$ cat src/rtl/mips_fetch_unit.sv
// Instruction fetch unit: owns the PC, fetches words over a req/valid handshake,
// holds the instruction in EXEC and selects the next PC from Jump/Branch/Zero_flag.
module mips_fetch_unit #(
  parameter logic [31:0] RESET_PC   = 32'h0000_0000,
  parameter int          IMEM_DEPTH = 1024
) (
  input  logic        clk,
  input  logic        rst_n,
  output logic        imem_req,
  output logic [31:0] imem_addr,
  input  logic        imem_ready,
  input  logic        imem_rvalid,
  input  logic [31:0] imem_rdata,
  input  logic        Jump,
  input  logic        Branch,
  input  logic        Zero_flag,
  input  logic        stall,
  output logic [31:0] instr,
  output logic [5:0]  opcode,
  output logic [4:0]  rs,
  output logic [4:0]  rt,
  output logic [4:0]  rd,
  output logic [4:0]  shamt,
  output logic [5:0]  funct,
  output logic [15:0] imm,
  output logic        instr_valid,
  output logic [31:0] pc,
  output logic [31:0] pc_plus4,
  output logic        fault
);

  typedef enum logic [2:0] {S_IDLE, S_REQ, S_WAIT, S_EXEC, S_FAULT} state_e;

  localparam logic [32:0] PC_LIMIT = 33'(IMEM_DEPTH) * 33'd4;

  state_e      state_q, state_d;
  logic [31:0] pc_q, pc_d;
  logic [31:0] instr_q, instr_d;
  logic        req_q, req_d;
  logic        fault_q, fault_d;
  logic [31:0] npc;
  logic        npc_bad;

  function automatic logic [31:0] next_pc_f(input logic jump, input logic branch,
                                            input logic zero, input logic [31:0] pc4,
                                            input logic [31:0] ins);
    logic signed [31:0] br_off;
    br_off = {{14{ins[15]}}, ins[15:0], 2'b00};
    if (jump)
      return {pc4[31:28], ins[25:0], 2'b00};
    else if (branch && zero)
      return pc4 + $unsigned(br_off);
    else
      return pc4;
  endfunction

  function automatic logic out_of_range_f(input logic [31:0] addr);
    return ({1'b0, addr} >= PC_LIMIT) || (addr[1:0] != 2'b00);
  endfunction

  assign pc_plus4 = pc_q + 32'd4;
  assign npc      = next_pc_f(Jump, Branch, Zero_flag, pc_plus4, instr_q);
  assign npc_bad  = out_of_range_f(npc);

  always_comb begin
    state_d = state_q;
    pc_d    = pc_q;
    instr_d = instr_q;
    fault_d = fault_q;
    case (state_q)
      S_IDLE:  state_d = S_REQ;
      // Responses arriving in REQ are stale (e.g. issued before a reset) and dropped.
      S_REQ:   if (imem_ready) state_d = S_WAIT;
      S_WAIT: begin
        if (imem_rvalid) begin
          instr_d = imem_rdata;
          state_d = S_EXEC;
        end
      end
      S_EXEC: begin
        if (!stall) begin
          pc_d = npc;
          if (npc_bad) begin
            fault_d = 1'b1;
            state_d = S_FAULT;
          end else begin
            state_d = S_REQ;
          end
        end
      end
      S_FAULT: state_d = S_FAULT;
      default: state_d = S_IDLE;
    endcase
    req_d = (state_d == S_REQ);
  end

  always_ff @(posedge clk) begin
    if (!rst_n) begin
      state_q <= S_IDLE;
      pc_q    <= RESET_PC;
      instr_q <= 32'h0;
      req_q   <= 1'b0;
      fault_q <= 1'b0;
    end else begin
      state_q <= state_d;
      pc_q    <= pc_d;
      instr_q <= instr_d;
      req_q   <= req_d;
      fault_q <= fault_d;
    end
  end

  assign imem_req    = req_q;
  assign imem_addr   = pc_q;
  assign pc          = pc_q;
  assign fault       = fault_q;
  assign instr_valid = (state_q == S_EXEC);
  assign instr       = instr_q;
  assign opcode      = instr_q[31:26];
  assign rs          = instr_q[25:21];
  assign rt          = instr_q[20:16];
  assign rd          = instr_q[15:11];
  assign shamt       = instr_q[10:6];
  assign funct       = instr_q[5:0];
  assign imm         = instr_q[15:0];

endmodule

$ cat config.mk
export PLATFORM = sky130hd
export DESIGN_NAME = mips_fetch_unit
export DESIGN_NICKNAME = d
export VERILOG_FILES = /design/src/rtl/mips_fetch_unit.sv
export SDC_FILE = /design/constraint.sdc
export NUM_CORES = 1
export LEC_CHECK = 0
export ABC_AREA = 0
export BUFFER_PORTS_ARGS = -buffer_cell sky130_fd_sc_hd__buf_4
export CAP_MARGIN = 20
export CORE_ASPECT_RATIO = 1.2
export CORE_MARGIN = 10
export CORE_UTILIZATION = 40
export DETAILED_ROUTE_END_ITERATION = 8
export PLACE_DENSITY = 0.71
export SLEW_MARGIN = 5
export SYNTH_ARGS = -nofsm -noshare
export SYNTH_HDL_FRONTEND = slang
export SYNTH_SLANG_ARGS = --single-unit
$ cat constraint.sdc
create_clock -name clk -period 5.1 [get_ports clk]
set_input_delay 0.255 -clock clk [delete_from_list [all_inputs] [get_ports clk]]
set_output_delay 0.255 -clock clk [all_outputs]
set_load 0.02 [all_outputs]
==> out/metrics.cfg <==
[outcome]
status = finished clean

[final_layout]
layout-drive-gt1-share_pct = 28.2
utilization_pct = 51.0
fillers = 1558
regArea_sq_um = 1380
syn_to_final_growth_pct = 25.5
mostFrequentLayoutCell = buf_4
multi_input_area_sq_um = 4110
final_area_sq_um = 7940
final_cell_mix = buf_4, nand2_1, dfxtp_1, a21oi_1, a21boi_0
diodes = 0
fin_nets = 1059

[pwr]
ir_drop_mv = 0.163
p_int_mw = 1.04
power_mw = 1.46
p_seq_share_pct = 39.2
swShare_pct = 29.1
pwr-share-comb_pct = 17.5
p_leak_nw = 3.58
power.switching_uw = 426
power_density_nw_per_um2 = 184
power_frac_clock_pct = 43.3

[drt]
wl_met3_microns = 1720
highest_layer = met4
ant_nets = 0
drt-met1-wl_microns = 9360
drt-total-wl_microns = 24000
first_pass_iters = 5
met2WireLength_microns = 12100
first_iter_violations = 568
remaining_drc_errors = 0
wl_per_cell_microns = 20.0
routed_via_density = 5.57
dr_total_vias = 6685

[grt]
grt_pass1_wl_microns = 36100
overflow = 0
grt_start_max_net_pins = 71
first_global_vias = 6405
grtUsageTotal_pct = 21.4
antenna_found_initial = 0

[setup_path]
path_class = reg2reg
path_buf_inv = 0
worst-path-max-fanout = 8
worst_setup_path_end_kind = register
crit_required_ns = 5.37
rrSetupSlack_ns = 0.32
cp_top_family = compound AO/OA/AOI/OAI gates
critical_path_arrival_ns = 5.05
crit_slowest_cell = or4_4
critPathMaxStageDelay_ns = 0.57
critPathLaunchType = register
cp_cell_sequence = nand4_1, nor2_1, nand2_1, xnor2_1, ha_1, a21oi_1, o21ai_0, a221o_1, a221o_1, a41oi_1, mux2i_1, o21ai_1, or4_4, o21ai_1

[logic_synthesis]
ys_types = 79
synthArstFlopShare_pct = 0
netlist_area_sq_um = 6330
avgSynthCellArea_sq_um = 7.40
syn-num-nets = 927
synthFlopType = dfxtp_1
ys_ff_latch = 69
netlist_instances = 855
synth_edf_count = 0
yosysSeqAreaShare_pct = 21.8
ys_warn_count = 0

[sta]
min_period_over_period_pct = 93.7
finalSetupTns_ns = 0
finalSetupViolations = 0
worst_pin_slew_ns = 0.965
rsz0062_at_grt = false
slew_violations = 0
finClkSkew_ns = 0.00463
finalHoldViolCount = 0
fmax_mhz = 209
max_slew_margin_pct = 35.6
fin_crit_ns = 4.78

[floorplanning]
rows = 50
die_area_sq_um = 21300
fp.dieH_microns = 158
core_area_sq_um = 15600
pin_count = 219
dieWidth_microns = 135
start_util_pct = 40.6

[placed_design]
dp_hpwl_microns = 18800
place_area_sq_um = 7620
portBuffers = 218
finalWeightedCongestion = 1.02

[clock_network]
htree_levels = 3
cts_buffer_depth = 2
cts_root_buf = clkbuf_16
cts_buffers = 9
clock_latency_ns = 0.34
clkTransAtPathRegs_ns = 0.06
cts.sinks = 69
hold_buffers = 0
cts_tree = yes

[worst_hold_path]
hold_path.class = in2reg

[run]
maxCapViolations = 0

## sequential cells by signal, summed over array words and instances (netlist names)
name and count:
imem_req 1, fault 1, imem_addr 32, instr 32
state_q 3
## area by class of cell
type	count	area share (%)
Clock buffer	10	2.88
Tap cell	208	3.28
Sequential cell	69	17.4
Timing Repair Buffer	244	23.1
Clock inverter	6	0.804
Multi-Input combinational cell	647	51.8
Inverter	16	0.757
## worst reg2reg max path, delay by kind of cell (launching register included)
kind                     cells  cell delay (ns)
AO/OA/AOI/OAI                7             1.74
AND/OR/NAND/NOR              4             1.35
flip-flops                   1             0.50
adder cells (fa/ha/maj)      1             0.40
XOR/XNOR                     1             0.37
multiplexers                 1             0.35
## cells in the mapped netlist, types with 6 or more instances
cell      number  share of area (%)
and4_1         6               0.83
a21o_1         7               0.83
nor3_1        14                1.1
inv_1         16               0.95
dfxtp_1       69                 22
and2_1        16                1.6
nor2b_1        8               0.79
a21oi_1       56                4.4
a21boi_0      45                5.3
nand4_1       16                1.6
xnor2_1       25                3.5
clkbuf_1      35                2.1
xor2_1        19                2.6
o21ai_1        8               0.63
a211oi_1       8               0.95
o21a_1         8               0.95
nand3_1       27                2.1
and3_1        14                1.4
nand2_1      146                8.7
buf_4         82                9.7
o211ai_1      12                1.4
nor2_1        43                2.6
ha_1          31                6.1
o21ai_0       34                2.7
## metal layers
| metal | up-vias | global-route usage (%) |
|---|---|---|
| met5 | - | 0 |
| met4 | 0 | 9.34 |
| met3 | 56 | 4.85 |
| met2 | 261 | 37.4 |
| met1 | 3129 | 24.3 |
| li1 | 3239 | - |
## what timing repair did
action / CTS / global route
buffers inserted: 0 / 2
resized for setup: 0 / 2
setup endpoints to repair: 0 / 4
## kinds of logic after synthesis
logic type / count (synthesis) / synth area share, %
AND/OR/NAND/NOR: 321 / 24.6
AO/OA/AOI/OAI: 243 / 26.5
buffers and inverters: 139 / 13.3
flip-flops: 69 / 21.8
XOR/XNOR: 44 / 6.09
adder cells (fa/ha/maj): 32 / 6.45
multiplexers: 7 / 1.23
## path summary, 6_finish.rpt
path,start,end,depth (start not counted)
worst max-delay path,imem_addr[9],state_q[0],14
worst min register to register,instr[26],instr[26],2
worst max register to register,imem_addr[9],state_q[0],14
worst min-delay path,imem_rdata[25],instr[25],3
## power groups by stage
stage	combinational, mW	clock, mW	sequential [mW]
after global placement	0.253	0	0.585
final	0.256	0.632	0.573
after detailed placement	0.253	0	0.585
after global routing	0.274	0.662	0.576
after CTS	0.254	0.642	0.573
after floorplan	0.149	0	0.593
## stage by stage
step	cells	worst slack (ns)	hold WS, ns
global placement	1182	0.489	0.473
detailed placement	1182	0.315	0.481
finish	1200	0.322	0.172
global route	1200	0.0394	0.188
floorplan	855	0.479	0.400
CTS	1198	0.284	0.171
No activity file was read; power rests on OpenSTA's default activity.
